<file path="src/rtl/apb_irq_ctrl_if.sv">
// ---------------------------------------------------------------------------
// apb_irq_ctrl_if
// AHB-lite slave bus bundle for the interrupt controller register port.
//   HSEL, HADDR[7:0], HTRANS[1:0], HWRITE, HSIZE[2:0], HREADY, HWDATA[31:0]
//     : driven by the bus master (address phase / data phase)
//   HREADYOUT, HRDATA[31:0], HRESP
//     : driven by the slave (zero wait state, always OKAY)
// ---------------------------------------------------------------------------
interface apb_irq_ctrl_if;
  logic        HSEL;
  logic [7:0]  HADDR;
  logic [1:0]  HTRANS;
  logic        HWRITE;
  logic [2:0]  HSIZE;
  logic        HREADY;
  logic [31:0] HWDATA;
  logic        HREADYOUT;
  logic [31:0] HRDATA;
  logic        HRESP;

  modport master (
    output HSEL, HADDR, HTRANS, HWRITE, HSIZE, HREADY, HWDATA,
    input  HREADYOUT, HRDATA, HRESP
  );

  modport slave (
    input  HSEL, HADDR, HTRANS, HWRITE, HSIZE, HREADY, HWDATA,
    output HREADYOUT, HRDATA, HRESP
  );
endinterface

</file>
<file path="src/rtl/apb_irq_ctrl.sv">
// ---------------------------------------------------------------------------
// apb_irq_ctrl
// Interrupt controller for the APB peripheral interrupt vector. Sources are
// synchronised into HCLK, latched as rising-edge or level events, masked,
// prioritised (index 0 highest) and presented as one registered CPU request
// with a 5-bit source ID. Registers are reached over an AHB-lite slave port.
//
// Ports:
//   HCLK        system clock
//   HRESET      asynchronous active-high reset
//   bus         AHB-lite slave bundle (apb_irq_ctrl_if.slave)
//   irq_src     raw interrupt vector, asynchronous to HCLK
//   irq_o       CPU interrupt request (registered)
//   irq_id      index of the highest-priority active source (registered)
//
// Register map (word offsets):
//   0x00 PENDING R/W1C, 0x04 ENABLE RW, 0x08 EDGE RW (1 = rising edge),
//   0x0C CLAIM RO, 0x10 RAW RO; all other offsets read 0.
//
// Build option: define APB_IRQ_CTRL_CLAIM_CLEAR_EN to make a CLAIM read
// while irq_o=1 clear the claimed edge-mode source's PENDING bit.
// ---------------------------------------------------------------------------
module apb_irq_ctrl #(
  parameter int NUM_SRC     = 32,
  parameter int SYNC_STAGES = 2
) (
  input  logic               HCLK,
  input  logic               HRESET,
  apb_irq_ctrl_if.slave      bus,
  input  logic [NUM_SRC-1:0] irq_src,
  output logic               irq_o,
  output logic [4:0]         irq_id
);

  localparam logic [31:0] SRC_MASK =
    (NUM_SRC >= 32) ? 32'hFFFF_FFFF : ((32'd1 << NUM_SRC) - 32'd1);

  localparam logic [5:0] A_PENDING = 6'h00;
  localparam logic [5:0] A_ENABLE  = 6'h01;
  localparam logic [5:0] A_EDGE    = 6'h02;
  localparam logic [5:0] A_CLAIM   = 6'h03;
  localparam logic [5:0] A_RAW     = 6'h04;

  // Synchroniser chain: stage 0 samples the pins, the last stage is s.
  logic [SYNC_STAGES-1:0][NUM_SRC-1:0] sync_reg;
  logic [31:0] s_w;
  logic [31:0] s_d_reg;

  // Register state, kept 32 bits wide with bits >= NUM_SRC tied low.
  logic [31:0] pend_reg;
  logic [31:0] enable_reg;
  logic [31:0] edge_reg;
  logic [31:0] pend_next;
  logic [31:0] pending;
  logic [31:0] act;
  logic [31:0] rise;
  logic [31:0] w1c;
  logic [31:0] claim_clr;

  logic        irq_o_reg;
  logic [4:0]  irq_id_reg;
  logic [4:0]  irq_id_next;

  // Captured address phase.
  logic        dp_valid_reg;
  logic        dp_write_reg;
  logic [5:0]  dp_addr_reg;
  logic        wr_en;
  logic        rd_en;
  logic [31:0] rdata;

  logic        unused_bus_bits;
  assign unused_bus_bits = ^{bus.HSIZE, bus.HADDR[1:0], bus.HTRANS[0]};

  always_ff @(posedge HCLK or posedge HRESET) begin
    if (HRESET) begin
      sync_reg <= '0;
      s_d_reg  <= '0;
    end else begin
      sync_reg <= {sync_reg[SYNC_STAGES-2:0], irq_src};
      s_d_reg  <= s_w;
    end
  end

  genvar gi;
  generate
    for (gi = 0; gi < 32; gi++) begin : g_ext
      if (gi < NUM_SRC) begin : g_src
        assign s_w[gi] = sync_reg[SYNC_STAGES-1][gi];
      end else begin : g_pad
        assign s_w[gi] = 1'b0;
      end
    end
  endgenerate

  assign wr_en = dp_valid_reg & dp_write_reg;
  assign rd_en = dp_valid_reg & ~dp_write_reg;
  assign rise  = s_w & ~s_d_reg;
  assign w1c   = (wr_en && dp_addr_reg == A_PENDING) ? (bus.HWDATA & SRC_MASK) : 32'd0;

`ifdef APB_IRQ_CTRL_CLAIM_CLEAR_EN
  // The ID being returned by this CLAIM read is the one cleared.
  assign claim_clr = (rd_en && dp_addr_reg == A_CLAIM && irq_o_reg) ?
                     ((32'd1 << irq_id_reg) & SRC_MASK) : 32'd0;
`else
  assign claim_clr = 32'd0;
`endif

  // Level-mode bits follow s directly; pend_reg still tracks s for them so
  // a switch to edge mode keeps the value software last saw.
  assign pending = (pend_reg & edge_reg) | (s_w & ~edge_reg);
  assign act     = pending & enable_reg;

  always_comb begin
    // Edge mode: a new edge beats a same-cycle clear.
    pend_next = (((pend_reg & ~(w1c | claim_clr)) | rise) & edge_reg)
              | (s_w & ~edge_reg);
    pend_next = pend_next & SRC_MASK;
  end

  // Lowest set index wins; scan downward so the last hit is the lowest.
  always_comb begin
    irq_id_next = 5'd0;
    for (int i = 31; i >= 0; i--) begin
      if (act[i]) irq_id_next = i[4:0];
    end
  end

  always_ff @(posedge HCLK or posedge HRESET) begin
    if (HRESET) begin
      pend_reg   <= '0;
      enable_reg <= '0;
      edge_reg   <= '0;
      irq_o_reg  <= 1'b0;
      irq_id_reg <= 5'd0;
    end else begin
      pend_reg   <= pend_next;
      irq_o_reg  <= |act;
      irq_id_reg <= irq_id_next;
      if (wr_en && dp_addr_reg == A_ENABLE) enable_reg <= bus.HWDATA & SRC_MASK;
      if (wr_en && dp_addr_reg == A_EDGE)   edge_reg   <= bus.HWDATA & SRC_MASK;
    end
  end

  always_ff @(posedge HCLK or posedge HRESET) begin
    if (HRESET) begin
      dp_valid_reg <= 1'b0;
      dp_write_reg <= 1'b0;
      dp_addr_reg  <= 6'd0;
    end else begin
      dp_valid_reg <= bus.HSEL & bus.HREADY & bus.HTRANS[1];
      dp_write_reg <= bus.HWRITE;
      dp_addr_reg  <= bus.HADDR[7:2];
    end
  end

  // Read data is a live view of register state during the data phase, so a
  // read right after a write already sees the written value.
  always_comb begin
    rdata = 32'd0;
    if (rd_en) begin
      case (dp_addr_reg)
        A_PENDING: rdata = pending;
        A_ENABLE:  rdata = enable_reg;
        A_EDGE:    rdata = edge_reg;
        A_CLAIM:   rdata = irq_o_reg ? {27'd0, irq_id_reg} : 32'h0000_0020;
        A_RAW:     rdata = s_w;
        default:   rdata = 32'd0;
      endcase
    end
  end

  assign bus.HRDATA    = rdata;
  assign bus.HREADYOUT = 1'b1;
  assign bus.HRESP     = 1'b0;
  assign irq_o         = irq_o_reg;
  assign irq_id        = irq_id_reg;

endmodule
</file>
<file path="src/flat_wrapper.sv">
// flat-port wrapper written by rule: the top's interface ports become plain ports
module apb_irq_ctrl_flat 
#(
  parameter int NUM_SRC     = 32,
  parameter int SYNC_STAGES = 2
)
  (HCLK, HRESET, irq_src, irq_o, irq_id, bus_HSEL, bus_HADDR, bus_HTRANS, bus_HWRITE, bus_HSIZE, bus_HREADY, bus_HWDATA, bus_HREADYOUT, bus_HRDATA, bus_HRESP);
  apb_irq_ctrl_if bus_i ();
  input  logic HCLK;
  input  logic HRESET;
  input  logic [NUM_SRC-1:0] irq_src;
  output logic irq_o;
  output logic [4:0] irq_id;
  input wire logic [$bits(bus_i.HSEL)-1:0] bus_HSEL;
  input wire logic [$bits(bus_i.HADDR)-1:0] bus_HADDR;
  input wire logic [$bits(bus_i.HTRANS)-1:0] bus_HTRANS;
  input wire logic [$bits(bus_i.HWRITE)-1:0] bus_HWRITE;
  input wire logic [$bits(bus_i.HSIZE)-1:0] bus_HSIZE;
  input wire logic [$bits(bus_i.HREADY)-1:0] bus_HREADY;
  input wire logic [$bits(bus_i.HWDATA)-1:0] bus_HWDATA;
  output wire logic [$bits(bus_i.HREADYOUT)-1:0] bus_HREADYOUT;
  output wire logic [$bits(bus_i.HRDATA)-1:0] bus_HRDATA;
  output wire logic [$bits(bus_i.HRESP)-1:0] bus_HRESP;
  assign bus_i.HSEL = bus_HSEL;
  assign bus_i.HADDR = bus_HADDR;
  assign bus_i.HTRANS = bus_HTRANS;
  assign bus_i.HWRITE = bus_HWRITE;
  assign bus_i.HSIZE = bus_HSIZE;
  assign bus_i.HREADY = bus_HREADY;
  assign bus_i.HWDATA = bus_HWDATA;
  assign bus_HREADYOUT = bus_i.HREADYOUT;
  assign bus_HRDATA = bus_i.HRDATA;
  assign bus_HRESP = bus_i.HRESP;
  apb_irq_ctrl #(.NUM_SRC(NUM_SRC), .SYNC_STAGES(SYNC_STAGES)) u_core (.HCLK(HCLK), .HRESET(HRESET), .bus(bus_i), .irq_src(irq_src), .irq_o(irq_o), .irq_id(irq_id));
endmodule
</file>
<file path="config.mk">
export PLATFORM = sky130hd
export DESIGN_NAME = apb_irq_ctrl_flat
export DESIGN_NICKNAME = d
export VERILOG_FILES = /design/src/rtl/apb_irq_ctrl_if.sv /design/src/rtl/apb_irq_ctrl.sv /design/src/flat_wrapper.sv
export SDC_FILE = /design/constraint.sdc
export NUM_CORES = 1
export LEC_CHECK = 0
export BUFFER_PORTS_ARGS = -buffer_cell sky130_fd_sc_hd__buf_2
export CAP_MARGIN = 10
export CORE_UTILIZATION = 45
export CTS_CLUSTER_SIZE = 24
export DETAILED_ROUTE_END_ITERATION = 12
export PLACE_DENSITY_LB_ADDON = 0.1
export SETUP_SLACK_MARGIN = 0.3
export SLEW_MARGIN = 15
export SYNTH_ARGS = -nofsm -noshare
export SYNTH_HDL_FRONTEND = slang
export SYNTH_SLANG_ARGS = --single-unit
</file>
<file path="constraint.sdc">
create_clock -name HCLK -period 7.5 [get_ports HCLK]
set_clock_uncertainty 0.15 [all_clocks]
set_input_delay 1.125 -clock HCLK [delete_from_list [all_inputs] [get_ports HCLK]]
set_output_delay 1.125 -clock HCLK [all_outputs]
set_load 0.02 [all_outputs]
</file>
Yosys cells after proc, flatten, opt, wreduce, memory -nomap -nowiden --
Index checks and enable logic that the tools add are counted.
Operators by class: reduce and logical (&&, ||, !) cells 5, bitwise operators 17, multiplexer cells 36, eq/ne operators 4
Operator list (number):
- 32-bit AND | 6
- 5-bit two-way mux | 32
- 32-bit case mux with 5 select lines | 1
- 32-bit inverter | 3
- 32-bit bitwise OR | 3
- 32-bit two-way mux | 2
- 32-bit OR reduction | 1
- 6-bit by 2-bit == test with 1-bit output, second input constant | 2
- 6-bit by 1-bit == test with 1-bit output, second input constant | 1
- 6-bit by 3-bit == test with 1-bit output, second input constant | 1
- 6-bit logical NOT | 1
- 6-bit two-way mux | 1
- 1-bit AND | 4
- 1-bit logical AND | 3
- 1-bit inverter | 1
Word-level totals: flip-flop bits (word level) 206, logic and storage cells 73, input port bits 82, output and inout port bits 40

Logic depth before layout (Yosys ltp) --
depth after elaboration 36, mapped depth 8, depth with buffers taken out 6

Worst setup path after synthesis --
No wires, ideal clock.
path type flip-flop to output port, start reg u_core.dp_addr_reg[5], end out bus_HRDATA[31], required time 6.225 ns, path slack 4.602 ns, path buffers 1, cell stages (with the launch flop) 7, arrival time 1.623 ns, cell sequence dfrtp_1 -> nor4_4 -> nand2_1 -> clkbuf_1 -> o21ai_0 -> a22oi_1 -> nor2_1
On the way: cells in the longest elaborated chain, start to end 3, elaborated cells between the ends (all ways) 7, those cells by class eq/ne (4); mux (2); reduce/logical (1)
Ends and longest elaborated chain:
- start: declaration | RTL line apb_irq_ctrl.sv:67 | logic [5:0] dp_addr_reg;
- start signal: assignment | RTL line apb_irq_ctrl.sv:153 | dp_addr_reg <= bus.HADDR[7:2];
- 6-bit by 3-bit == test with 1-bit output (tied with other cells) | RTL line apb_irq_ctrl.sv:162 | case (dp_addr_reg)
- 32-bit case mux with 5 select lines (*) | RTL line apb_irq_ctrl.sv:162
- 32-bit two-way mux (*) | RTL line apb_irq_ctrl.sv:161 | if (rd_en) begin
- end: declaration | RTL line flat_wrapper.sv:22 | output wire logic [$bits(bus_i.HRDATA)-1:0] bus_HRDATA;
Every way passes the cells marked *; elsewhere a longest branch is shown, timed or not.

Worst setup path in the final report --
start reg u_core.dp_addr_reg[1], end out bus_HRDATA[0]
The elaborated chain is that of the path after synthesis.

==> flow_summary.toml <==
[run_status]
outcome = "finished clean"

[sta]
maxSlewHeadroom_pct = 40.7
worst_pin_slew_ns = 0.888
fin_tns_setup_ns = 0
hold_violations = 0
slew_violations = 0
finalCriticalPeriod_ns = 4.93
max_freq_ghz = 0.203
fin_crit_sh_pct = 65.7
holdWs_ns = 0.195
setup_viol = 0
rsz0062_at_grt = "no"

[route]
met3_length_mm = 1.05
wirelength_mm = 22.0
routed.top_layer = "met4"
drt_iter0_drc = 326
wl_met1_mm = 9.85
final_antenna_net_count = 0
routedWlPerCell_microns = 19.3
remaining_drc_errors = 0
via_per_inst = 5.57
vias = 6356
drtPass1Iterations = 5
dr_wl_met2_mm = 10.7

[floorplanning]
io_pins = 122
die-width_microns = 141
initial_utilization_pct = 46.3
die_h_microns = 141
num_rows = 50
core_region_area_sq_um = 18800
fp.dieArea_sq_um = 19900

[pwr]
pwr_density_cell_nw_per_um2 = 235
p_leak_nw = 4.65
vdd_drop_max_mv = 0.157

[final_layout]
multi_input_area_sq_um = 3350
fin_area_sq_um = 10300
fin_nets = 953
area_growth_pct = 17.7
layout-drive-gt1-share_pct = 27.9
insertedDiodeCount = 0
ff_latch_area_sq_um = 5150
fillers = 1683

[synthesis]
async_flop_share_pct = 100
ys_warn_count = 0
synthDistinctLibCells = 54
yosys.area.top_type = "dfrtp_1"
synth-seq-area-share_pct = 59.2
synth_edf_count = 0
syn-num-nets = 840
ys.flop_type = "dfrtp_1"
yosysMostFrequentCell = "dfrtp_1"
synth_seq_cells = 206
netlist_instances = 758
netlist_top_cells_count = "dfrtp_1 (206), nand2_1 (152), mux2_2 (76), o21ai_0 (60), a22oi_1 (38)"
synth_area_leaders = "dfrtp_1 (59%), mux2_2 (9.8%), nand2_1 (6.5%)"
synth_top_area_share_pct = 59.2
syn-cell-area_sq_um = 8710
syn_area_per_cell_sq_um = 11.5

[min_path]
whs_endpoint = "u_core.s_w[20]"
min-delay-start = "u_core.sync_reg[20]"
holdPathStages = 0
hp-class = "reg -> reg"

[clock_tree]
cts_tree = "built"
cts_inserted_buffers = 23
cts.sinks = 206
clk_root_buffer_cell = "clkbuf_16"
cts.repair.resized = 0
h-tree-depth = 1
clk_pin_slew_worst_paths_ns = 0.06
clkLatencyLatePin_ns = 0.50
postCtsSetupBuffers = 0
hold_buffers = 0
clock_tree.buffer_depth = 3

[setup_path]
path_cells = "buf_4 -> nor2_1 -> nand3_2 -> inv_1 -> o21ai_2 -> buf_4 -> nor2_1 -> buf_2"
rr_worst_depth = 5
worst-path-buf-inv = 4
reg2reg_to = "u_core.enable_reg[30]"
critPathCaptureType = "output port"
slowest_stage = "o21ai_2"
worstPathRequired_ns = 6.22
crit_type = "reg -> out"
critPathMaxStageDelay_ns = 0.68
crit_fanout = 44
crit_arrival_ns = 3.66
start_kind = "register"
r2r-start = "u_core.dp_addr_reg[0]"
r2r_setup_slack_ns = 3.53
crit_family = "buffers and inverters"

[flow_run]
cap_viol_max_count = 0

[grt]
grt_pass1_wl_mm = 35.4
grt_pass1_vias = 6520
antenna_found_initial = 0
grt_util_all_layers_pct = 22.9
grt_max_degree = 123
overflow = 0

[placed_design]
routabilityCongestion = 0.779
hpwlAfterDp_mm = 13.7
dpl_cell_area_sq_um = 9520
port_buffers = 113
-- logic make-up (layout without fill, tap and decap cells) --
family / Yosys count / in the layout / synth area share (%)
compound gates: 188 / 188 / 15.6
mux: 88 / 88 / 11.4
buf+inv: 50 / 174 / 2.54
flops: 206 / 206 / 59.2
simple gates: 224 / 224 / 11.2
other cells: 2 / 2 / 0.0862
-- power by group --
group | switching, mW | total [mW] | leakage, nW | internal (mW)
clock network | 0.421 | 1.07 | 0.351 | 0.650
logic | 0.0839 | 0.141 | 1.79 | 0.0575
registers | 0.0378 | 1.20 | 2.51 | 1.16
total | 0.543 | 2.41 | 4.65 | 1.87
-- layout make-up --
cell class | instances | share of cell area (%)
Sequential cell | 206 | 50.3
Multi-Input combinational cell | 502 | 32.7
Clock buffer | 34 | 6.60
Timing Repair Buffer | 122 | 6.30
Tap cell | 260 | 3.17
Inverter | 16 | 0.659
Clock inverter | 2 | 0.342
-- worst register-to-register path: cells and delay by family (launching register included) --
kind | cells | cell delay, ns
AND/OR/NAND/NOR | 2 | 1.63
buffers and inverters | 2 | 0.94
flip-flops | 1 | 0.75
multiplexers | 1 | 0.40
-- stage by stage --
step / power (mW) / utilization [%] / instances / setup WS (ns)
after floorplan: 1.29 / - / 758 / 0.601
after global routing: 2.50 / 54.5 / 1142 / 2.32
after detailed placement: 1.36 / 50.6 / 1105 / 3.05
after global placement: 1.35 / 50.6 / 1105 / 3.16
after CTS: 2.43 / 54.4 / 1141 / 2.53
final: 2.41 / 54.5 / 1142 / 2.57
-- per-layer routing --
metal	vias up	global-route usage, %
met5	-	0
met4	0	6.18
met3	31	2.85
met2	189	38.9
met1	3191	31.0
li1	2945	-
-- placed cells by master, fill, tap and decap left out, drive strengths merged, types with 3 or more instances in the layout --
cell type  instances
a211oi             4
a21oi              6
a22oi             39
a32o              33
and2               3
buf              122
clkbuf            34
dfrtp            206
inv               16
mux2              79
mux2i              8
nand2            153
nand2b             4
nand3              7
nor2              39
nor2b              6
nor4               3
o211ai            26
o21ai             61
-- how the worst max path moves through the flow --
stage / startpoint / end / slack (ns) / depth (start not counted)
after global placement: u_core.dp_addr_reg[1] / bus_HRDATA[4] / 3.16 / 8
after global routing: u_core.dp_addr_reg[1] / bus_HRDATA[9] / 2.32 / 8
after CTS: u_core.dp_addr_reg[1] / bus_HRDATA[6] / 2.53 / 8
after detailed placement: u_core.dp_addr_reg[1] / bus_HRDATA[6] / 3.05 / 8
final: u_core.dp_addr_reg[1] / bus_HRDATA[0] / 2.57 / 8
after floorplan: HRESET / u_core.dp_addr_reg[0] / 0.60 / 1
Power figures use the tool's default switching activity.
